$ cat src/rtl/seq_pkg.sv
//------------------------------------------------------------------------------
// seq_pkg : shared constants and FSM state type for the seq_detect block.
// Revision: 1.0
//------------------------------------------------------------------------------
`default_nettype none

package seq_pkg;

   typedef enum logic {
      ST_FILL = 1'b0,
      ST_RUN  = 1'b1
   } state_t;

   localparam int         DEF_PAT_W   = 4;
   localparam logic [3:0] DEF_PATTERN = 4'b1101;
   localparam int         DEF_CNT_W   = 8;
   localparam int         HIST_W      = 8;

endpackage : seq_pkg

`default_nettype wire

$ cat src/rtl/bit_window.sv
//------------------------------------------------------------------------------
// bit_window : serial-in shift register. The newest bit enters at bit 0.
// Revision: 1.0
//------------------------------------------------------------------------------
`default_nettype none

module bit_window #(
   parameter int WIDTH = 4
) (
   input  logic             clk,
   input  logic             clr,
   input  logic             en_i,
   input  logic             din_i,
   output logic [WIDTH-1:0] win_o
);

   logic [WIDTH-1:0] win_q;

   always_ff @(posedge clk) begin
      if (clr) begin
         win_q <= '0;
      end else if (en_i) begin
         win_q <= {win_q[WIDTH-2:0], din_i};
      end
   end

   assign win_o = win_q;

endmodule : bit_window

`default_nettype wire

$ cat src/rtl/seq_detect.sv
//------------------------------------------------------------------------------
// seq_detect : serial pattern detector with match pulse, saturating counter
// and 8-bit history. Define SEQ_DETECT_NONOVERLAP_EN for non-overlapping hits.
// Revision: 1.0
//------------------------------------------------------------------------------
`default_nettype none

module seq_detect
   import seq_pkg::*;
#(
   parameter int               PAT_W   = DEF_PAT_W,
   parameter logic [PAT_W-1:0] PATTERN = PAT_W'(DEF_PATTERN),
   parameter int               CNT_W   = DEF_CNT_W
) (
   input  logic              clk,
   input  logic              clr,
   input  logic              en,
   input  logic              din,
   output logic              match,
   output logic [CNT_W-1:0]  match_cnt,
   output logic              cnt_sat,
   output logic [HIST_W-1:0] hist
);

   localparam int               FILL_W    = $clog2(PAT_W + 1);
   localparam logic [FILL_W-1:0] FILL_FULL = FILL_W'(PAT_W);

   logic [PAT_W-1:0]  w_win;
   logic [PAT_W-1:0]  w_win_next;
   logic              w_hit;

   state_t            state_q, state_d;
   logic [FILL_W-1:0] fill_q,  fill_d;
   logic              match_q, match_d;
   logic [CNT_W-1:0]  cnt_q,   cnt_d;
   logic              sat_q,   sat_d;

   bit_window #(.WIDTH(PAT_W)) u_window (
      .clk   (clk),
      .clr   (clr),
      .en_i  (en),
      .din_i (din),
      .win_o (w_win)
   );

   bit_window #(.WIDTH(HIST_W)) u_hist (
      .clk   (clk),
      .clr   (clr),
      .en_i  (en),
      .din_i (din),
      .win_o (hist)
   );

   // Value the window takes at this edge if the bit is accepted.
   assign w_win_next = PAT_W'({w_win, din});

   always_comb begin
      state_d = state_q;
      fill_d  = fill_q;
      match_d = 1'b0;
      cnt_d   = cnt_q;
      sat_d   = sat_q;
      w_hit   = 1'b0;

      if (en) begin
         if (state_q == ST_FILL) begin
            fill_d  = fill_q + 1'b1;
            state_d = (fill_d == FILL_FULL) ? ST_RUN : ST_FILL;
         end

         // Hits only count once the window holds PAT_W real bits.
         w_hit = (fill_d == FILL_FULL) && (w_win_next == PATTERN);

         if (w_hit) begin
            match_d = 1'b1;
            if (cnt_q != '1) begin
               cnt_d = cnt_q + 1'b1;
            end
            sat_d = (cnt_d == '1);
`ifdef SEQ_DETECT_NONOVERLAP_EN
            fill_d  = '0;
            state_d = ST_FILL;
`endif
         end
      end
   end

   always_ff @(posedge clk) begin
      if (clr) begin
         state_q <= ST_FILL;
         fill_q  <= '0;
         match_q <= 1'b0;
         cnt_q   <= '0;
         sat_q   <= 1'b0;
      end else begin
         state_q <= state_d;
         fill_q  <= fill_d;
         match_q <= match_d;
         cnt_q   <= cnt_d;
         sat_q   <= sat_d;
      end
   end

   assign match     = match_q;
   assign match_cnt = cnt_q;
   assign cnt_sat   = sat_q;

endmodule : seq_detect

`default_nettype wire
$ cat config.mk
export PLATFORM = sky130hd
export DESIGN_NAME = seq_detect
export DESIGN_NICKNAME = d
export VERILOG_FILES = /design/src/rtl/seq_pkg.sv /design/src/rtl/bit_window.sv /design/src/rtl/seq_detect.sv
export SDC_FILE = /design/constraint.sdc
export NUM_CORES = 1
export LEC_CHECK = 0
export BUFFER_PORTS_ARGS = -buffer_cell sky130_fd_sc_hd__buf_2
export CORE_MARGIN = 2
export CORE_UTILIZATION = 27
export DETAILED_ROUTE_END_ITERATION = 7
export GPL_ROUTABILITY_DRIVEN = 0
export PLACE_DENSITY = 0.44
export SLEW_MARGIN = 20
export SYNTH_ARGS = -nofsm -noshare
export SYNTH_HDL_FRONTEND = slang
export SYNTH_SLANG_ARGS = --single-unit
$ cat constraint.sdc
create_clock -name clk -period 2.6 [get_ports clk]
set_clock_uncertainty 0.1 [all_clocks]
set_input_delay 0.39 -clock clk [delete_from_list [all_inputs] [get_ports clk]]
set_output_delay 0.39 -clock clk [all_outputs]
set_load 0.03 [all_outputs]
-- After elaboration in Yosys (flattened, before gate mapping)
Index checks and enable logic that the tools add are counted.
- flip-flop bits (word level): 25
- bits of input ports: 4
- word-level logic and storage cells: 26
- add/subtract/negate cells: 2
- equality and inequality tests: 5
- muxes and demuxes: 8
- bitwise gates (word level): 1
- reductions and logical operators: 3
- operators by type and width (kind ; count):
    $mux W8 ; 3
    $add A8 B1 Y8 const B ; 1
    $eq A8 B8 Y1 const B ; 1
    $ne A8 B8 Y1 const B ; 1
    $eq A3 B3 Y1 const B ; 2
    $mux W3 ; 2
    $eq A4 B4 Y1 const B ; 1
    $add A3 B1 Y3 const B ; 1
    $mux W1 ; 3
    $reduce_and A2 Y1 ; 1
    $reduce_or A2 Y1 ; 1
    $logic_and A1 B1 Y1 ; 1
    $not A1 Y1 ; 1

-- Longest topological paths before layout
Gate-level depths: netlist of the first run.
- depth in word-level cells: 8
- gate-level depth with buffers: 7
- depth with buffers taken out: 6

-- Modules after synthesis
Synthesis of the first run repeated with hierarchy kept, for this count alone.
- cell total of the unflattened synthesis: 129
- area total of the unflattened synthesis: 1236.2 um^2
- by module, submodules not included (module ; times used ; cells each ; area each (um^2) ; sequential area each (um^2)):
    seq_detect ; 1 ; 90 ; 810.8 ; 280.3
    bit_window at u_hist ; 1 ; 26 ; 285.3 ; 160.2
    bit_window at u_window ; 1 ; 13 ; 140.1 ; 80.1

-- Least setup slack after synthesis of the first run
OpenSTA, ideal clock, no wires.
- kind: register to register
- start: register cnt_q[0] (netlist: match_cnt[0])
- end: register cnt_q[5] (netlist: match_cnt[5])
- arrival: 2.064 ns
- data required time: 2.384 ns
- slack: 0.319 ns
- stages on the path, launching flop included: 8
- path buffers: 1
- clock period less this slack: 2.281 ns
- path through: dfxtp_1 > ha_1 > buf_2 > and4_1 > nor2b_1 > nor4_1 > a21oi_1 > a31o_2
- longest elaborated chain between the ends: 4
- elaborated cells on any way between the ends: 5
- classes of those cells: add/sub (1); eq/ne (1); mux (3)
- RTL lines (what ; line ; RTL):
    from (decl) ; seq_detect.sv:35 ; logic [CNT_W-1:0] cnt_q, cnt_d;
    from (signal assigned) ; seq_detect.sv:99 ; cnt_q <= cnt_d;
    $add A8 B1 Y8 or $ne A8 B8 Y1 (tied branches) ; seq_detect.sv:77, seq_detect.sv:76 ;
    $mux W8 * ; seq_detect.sv:76 ; if (cnt_q != '1) begin
    $mux W8 * ; seq_detect.sv:74 ; if (w_hit) begin
    $mux W8 * ; seq_detect.sv:65 ; if (en) begin
Every way passes the cells marked *; elsewhere a longest branch is shown, timed or not. The select of a mux whose other input is x is not followed.
A chain may end at the register's enable or synchronous reset.

-- Worst setup path after layout of the first run
- start: register fill_q[0]
- end: register cnt_q[3] (netlist: match_cnt[3])
- longest elaborated chain between the ends: 6
- RTL lines (what ; line ; RTL):
    from (decl) ; seq_detect.sv:33 ; logic [FILL_W-1:0] fill_q, fill_d;
    from (signal assigned) ; seq_detect.sv:97 ; fill_q <= fill_d;
    $add A3 B1 Y3 ; seq_detect.sv:67 ; fill_d = fill_q + 1'b1;
    $mux W3 * ; seq_detect.sv:66 ; if (state_q == ST_FILL) begin
    $mux W3 * ; seq_detect.sv:65 ;
    $eq A3 B3 Y1 * ; seq_detect.sv:72 ; w_hit = (fill_d == FILL_FULL) && (w_win_next == PATTERN);
    $logic_and A1 B1 Y1 * ; seq_detect.sv:72 ;
    $reduce_and A2 Y1 (no line) * ; -- ;
Marked as above.

==> results of run 1 <==
==> how the worst max path moves through the flow <==
stage,start,to,slack (ns),cells after the start
after floorplan,match_cnt[0]$_SDFFE_PP0P_,match_cnt[5]$_SDFFE_PP0P_,0.32,7
after detailed placement,fill_q[0]$_SDFFE_PP0P_,match_cnt[3]$_SDFFE_PP0P_,0.44,6
after global routing,fill_q[0]$_SDFFE_PP0P_,match_cnt[3]$_SDFFE_PP0P_,0.25,6
final,fill_q[0]$_SDFFE_PP0P_,match_cnt[3]$_SDFFE_PP0P_,0.41,6
after CTS,fill_q[0]$_SDFFE_PP0P_,match_cnt[3]$_SDFFE_PP0P_,0.41,6
after global placement,fill_q[0]$_SDFFE_PP0P_,match_cnt[3]$_SDFFE_PP0P_,0.49,6
==> kinds of logic after synthesis <==
| kind of cell | share of synthesized area |
|---|---|
| AND/OR/NAND/NOR | 0.2435 |
| flip-flops | 0.4161 |
| AO/OA/AOI/OAI | 0.1076 |
| multiplexers | 0.1135 |
| buffers and inverters | 0.03309 |
| XOR/XNOR | 0.04138 |
| adder cells (fa/ha/maj) | 0.04492 |
==> per-stage QoR <==
step           total power, µW  hold slack [ns]  utilization  worst slack (ns)
6_report                 699.9           0.2832       0.3451            0.4123
5_1_grt                  737.6           0.3154       0.3451            0.2466
4_1_cts                  712.6           0.2814       0.3451            0.4096
3_5_place_dp             394.3           0.3691       0.3259            0.4369
3_3_place_gp             393.4           0.3690       0.3259            0.4900
2_1_floorplan            384.6           0.3621            -            0.3194
==> final cells by class <==
| type | instances | area [µm²] |
|---|---|---|
| Multi-Input combinational cell | 89 | 583.1 |
| Timing Repair Buffer | 24 | 127.6 |
| Clock inverter | 1 | 30.03 |
| Clock buffer | 3 | 41.29 |
| Sequential cell | 22 | 440.4 |
| Fill cell | 424 | 2434 |
| Tap cell | 48 | 60.06 |
==> worst max-delay path: stages, from the launching register on <==
cell,delay (ns)
dfxtp_1,0.42
ha_1,0.27
nor2_1,0.09
a21oi_1,0.10
or3_1,0.47
or4_1,0.53
a21oi_1,0.14
==> cells in the final DEF (no fill, tap or decap), types with 5 or more instances in the layout <==
cell | netlist | routed
nor3_1 | 6 | 6
buf_2 | 1 | 21
nand3_1 | 5 | 5
nand2_1 | 6 | 6
mux2i_1 | 12 | 12
nor2_1 | 18 | 18
a21oi_1 | 7 | 7
dfxtp_1 | 22 | 22
==> Yosys cell counts (all sizes together) <==
library cell / n / area [µm²]
a21boi: 1 / 7.510
a21oi: 7 / 35.03
a22oi: 1 / 7.510
a311oi: 2 / 17.52
a31o: 1 / 8.760
a31oi: 2 / 12.51
a41oi: 1 / 8.760
and2b: 1 / 7.510
and3: 2 / 12.51
and4: 1 / 8.760
and4b: 1 / 10.01
buf: 1 / 5.000
clkbuf: 8 / 30.03
dfxtp: 22 / 440.4
ha: 3 / 37.54
maj3: 1 / 10.01
mux2i: 12 / 120.1
nand2: 6 / 22.52
nand2b: 1 / 6.260
nand3: 5 / 25.02
nand4: 2 / 12.51
nor2: 18 / 67.56
nor2b: 3 / 18.77
nor3: 6 / 30.03
nor3b: 1 / 7.510
nor4: 1 / 6.260
nor4b: 1 / 8.760
o2111ai: 1 / 8.760
o31ai: 1 / 7.510
or3: 1 / 6.260
or4: 1 / 7.510
xnor2: 3 / 26.28
xor2: 2 / 17.52
==> sequential cells by signal (all words and copies together), names as in the netlist <==
| register | flops |
|---|---|
| match_cnt | 8 |
| fill_q | 3 |
| cnt_sat | 1 |
| state_q | 1 |
| u_hist.win_o | 6 |
| u_window.win_o | 2 |
| match | 1 |
==> power by group <==
part	switching (µW)	internal [µW]	leakage, µW
Clock	108	206	0.0000357
Sequential	5.82	342	0.000178
Combinational	23.2	15.0	0.000319
Total	137	562	0.000533
==> layer usage <==
layer / wire length, µm / global-route usage / vias up / part of all wire
met3: 131 / 0.03041 / 3 / 0.056
met1: 1114 / 0.1420 / 448 / 0.48
met2: 1072 / 0.1913 / 26 / 0.46
met5: 0 / 0 / - / 0
met4: 27 / 0.03827 / 0 / 0.012
li1: - / - / 470 / -
==> results_dict.tcl, run 1 <==
set metrics [dict create \
    grt.total_usage 0.1146 \
    hold_buffers 0 \
    relSlewSlack 0.7123 \
    crit_type "reg -> reg" \
    firstDrtPassIters 4 \
    rrSetupSlack_ns 0.41 \
    num_vias 947 \
    p_leak_uw 0.0005328 \
    cts_tree "done" \
    final_hold_viol_count 0 \
    postCtsSetupRepairBufs 0 \
    grt_pass1_vias 875 \
    overflow 0 \
    r2r-start "fill_q[0]$_SDFFE_PP0P_" \
    max-vdd-ir-drop_mv 0.1900 \
    critPathMaxFanout 6 \
    hold_class "in -> reg" \
    io_buffers 21 \
    tightest_slew_ns 0.4316 \
    hpwl_um 1696 \
    drt-wirelength-per-cell_um 12.54 \
    viasPerCell 5.064 \
    antenna_found_initial 0 \
    drv_cap 0 \
    seq_area_frac_synth 0.4161 \
    netlist_area_um2 1059 \
    drt-initial-drc-count 83 \
    start_util 0.2848 \
    io_pins 22 \
    cp.required_ns 2.69 \
    min_to "u_window.win_o[0]$_SDFFE_PP0P_" \
    rsz0062_at_grt "no" \
    die_w_um 66.62 \
    area_growth_syn_to_layout_pct 21.16 \
    synth.avg_cell_area_um2 8.821 \
    grt_pass1_wl_um 3960 \
    crit_arrival_ns 2.28 \
    critPathLaunchType "flop" \
    powerDensity_nw_per_um2 545.7 \
    dpl_cell_area_um2 1211 \
    insertedDiodeCount 0 \
    slew_viol_final 0 \
    mappedNetlistNets 127 \
    hold_depth 3 \
    r2r_cells 6 \
    period_minus_slack_ns 2.188 \
    clockRootBuffer "clkbuf_8" \
    nets 147 \
    rr_endpoint "match_cnt[3]$_SDFFE_PP0P_" \
    synthCells 120 \
    fp.dieArea_um2 4438 \
    ys_seq_elements 22 \
    clock_latency_ns 0.26 \
    yosys_warnings 0 \
    layout.cells.non_filler 187 \
    max_freq_mhz 457.1 \
    cts_made_buffers 3 \
    wirelength_um 2345 \
    cts_max_level 1 \
    cp-end-kind "flop" \
    clk_path_buf_depth 2 \
    grt_max_degree 24 \
    drive_above_1_share 0.2086 \
    setup_violations 0 \
    fin_tns_setup_ns 0 \
    outcome "finished, final reports clean" \
    fin_area_um2 1282 \
    period_share 0.8414 \
    synth_cell_types 33 \
    dp_cells 183 \
    clock-sinks 22 \
    drtAntennaViolNets 0 \
    die_y_um 66.62 \
    cts_resized 0 \
    core_area_um2 3716 \
    drc 0 \
    path_clk_slew_ns 0.07 \
    hp-start "din" \
    rows 22 \
]
(Power assumes the default switching activity.)
==> inputs of run 2 (changes only) <==
==> constraint.sdc (replaced) <==
create_clock -name clk -period 2.2 [get_ports clk]
set_clock_uncertainty 0.1 [all_clocks]
set_input_delay 0.33 -clock clk [delete_from_list [all_inputs] [get_ports clk]]
set_output_delay 0.33 -clock clk [all_outputs]
set_load 0.03 [all_outputs]
==> run 2 against run 1 <==
Sequential cell count stayed put. Final cell count is 3.2% higher. Non-clock buffer count is 6 higher. Highest routed layer unchanged. Register-to-register slack worse by 0.29 ns. Total power is 7.7% higher. Global-route usage is 0.58 points higher. Critical endpoint unchanged. Clock-buffer cell count is 1 higher. Sequential power is 18% higher.
==> results_dict.tcl, run 2 (synthesis results as in run 1) <==
set metrics [dict create \
    outcome "finished, final reports clean" \
    fp.dieArea_um2 4438 \
    io_buffers 21 \
    wirelength_um 2373 \
    drc 0 \
    cp.required_ns 2.30 \
    critPathLaunchType "flop" \
    layout.cells.non_filler 193 \
    clk_path_buf_depth 2 \
    area_growth_syn_to_layout_pct 25.30 \
    hpwl_um 1776 \
    die_w_um 66.62 \
    grt.total_usage 0.1204 \
    clock_latency_ns 0.26 \
    grt_pass1_wl_um 4002 \
    postCtsSetupRepairBufs 0 \
    cts_resized 0 \
    tightest_slew_ns 0.3246 \
    drive_above_1_share 0.2759 \
    final_common_cell "buf_2" \
    nets 153 \
    dp_cells 189 \
    die_y_um 66.62 \
    period_share 0.9425 \
    num_vias 949 \
    viasPerCell 4.917 \
    critPathMaxFanout 5 \
    period_minus_slack_ns 2.074 \
    path_buf_inv 0 \
    cp-end-kind "flop" \
    critPathSlowestCell "or4_1" \
    start_util 0.2848 \
    firstDrtPassIters 4 \
    path_clk_slew_ns 0.08 \
    fin_tns_setup_ns 0 \
    cp_top_family "simple AND/OR/NAND/NOR gates" \
    core_area_um2 3716 \
    drtAntennaViolNets 0 \
    hold_class "in -> reg" \
    insertedDiodeCount 0 \
    slowest_delay_ns 0.50 \
    seqCellArea_um2 442.9 \
    max_freq_mhz 482.3 \
    powerDensity_nw_per_um2 568.2 \
    cts_made_buffers 3 \
    drt-wirelength-per-cell_um 12.30 \
    largest_register_ffs 8 \
    fin_ws_ns 0.1265 \
    setup_violations 0 \
    hold_buffers 0 \
    n_fill_cell 394 \
    io_pins 22 \
    clockRootBuffer "clkbuf_8" \
    cts_max_level 1 \
    rsz0062_at_grt "no" \
    cts_tree "done" \
    place_ws_ns 0.09967 \
    max-vdd-ir-drop_mv 0.2353 \
    crit_arrival_ns 2.17 \
    slew_viol_final 0 \
    rrSetupSlack_ns 0.13 \
    drt-initial-drc-count 97 \
    mostFrequentLayoutCells "buf_2 (21), dfxtp_1 (20), nor2_1 (17)" \
    crit_type "reg -> reg" \
    final_hold_viol_count 0 \
    p_leak_uw 0.0005581 \
    crit_chain "ha_1, nor2_2, a21oi_2, or3_1, or4_1, a21oi_1" \
    clock-sinks 22 \
    grt_max_degree 19 \
    drv_cap 0 \
    antenna_found_initial 0 \
    rows 22 \
    relSlewSlack 0.7833 \
    overflow 0 \
    multi_input_area_um2 595.6 \
    grt_pass1_vias 898 \
]
-- run 2: stage by stage --
step	power (µW)	hold slack (ns)	instance area [µm²]	util
3_3_place_gp	468.5	0.3539	1262	0.3397
5_1_grt	795.9	0.2051	1326	0.3569
4_1_cts	762.7	0.1987	1318	0.3545
2_1_floorplan	455.1	0.3021	1065	-
6_report	753.6	0.2032	1326	0.3569
3_5_place_dp	470.1	0.3461	1262	0.3397
-- run 2: final cells by class --
| cell class | count | area share |
|---|---|---|
| timing repair buffer | 30 | 0.1302 |
| sequential | 22 | 0.3340 |
| multi-input combinational | 89 | 0.4491 |
| clock buffer | 4 | 0.04151 |
| tap | 48 | 0.04528 |
-- run 2: power breakdown --
group	total, µW	internal, µW	switching, µW	leakage [µW]
clock	290	160	130	0.0000288
combinational	51.8	21.4	30.4	0.000351
sequential	412	405	7.32	0.000179
total	754	586	168	0.000558
-- run 2: path summary, 6_finish.rpt --
path              depth (start not counted)                        end                   start
hold reg to reg                           2       cnt_sat$_SDFFE_PP0P_    cnt_sat$_SDFFE_PP0P_
hold / removal                            2  match_cnt[0]$_SDFFE_PP0P_                     clr
setup / recovery                          6  match_cnt[3]$_SDFFE_PP0P_  fill_q[0]$_SDFFE_PP0P_
setup reg to reg                          6  match_cnt[3]$_SDFFE_PP0P_  fill_q[0]$_SDFFE_PP0P_
-- run 2: routing by layer --
layer	up-vias	wire, µm	GRT usage	part of all wire
met5	-	0	0	0
met4	0	45	0.05357	0.019
met3	5	160	0.02196	0.067
met2	31	1070	0.1975	0.45
met1	431	1097	0.1529	0.46
li1	482	-	-	-
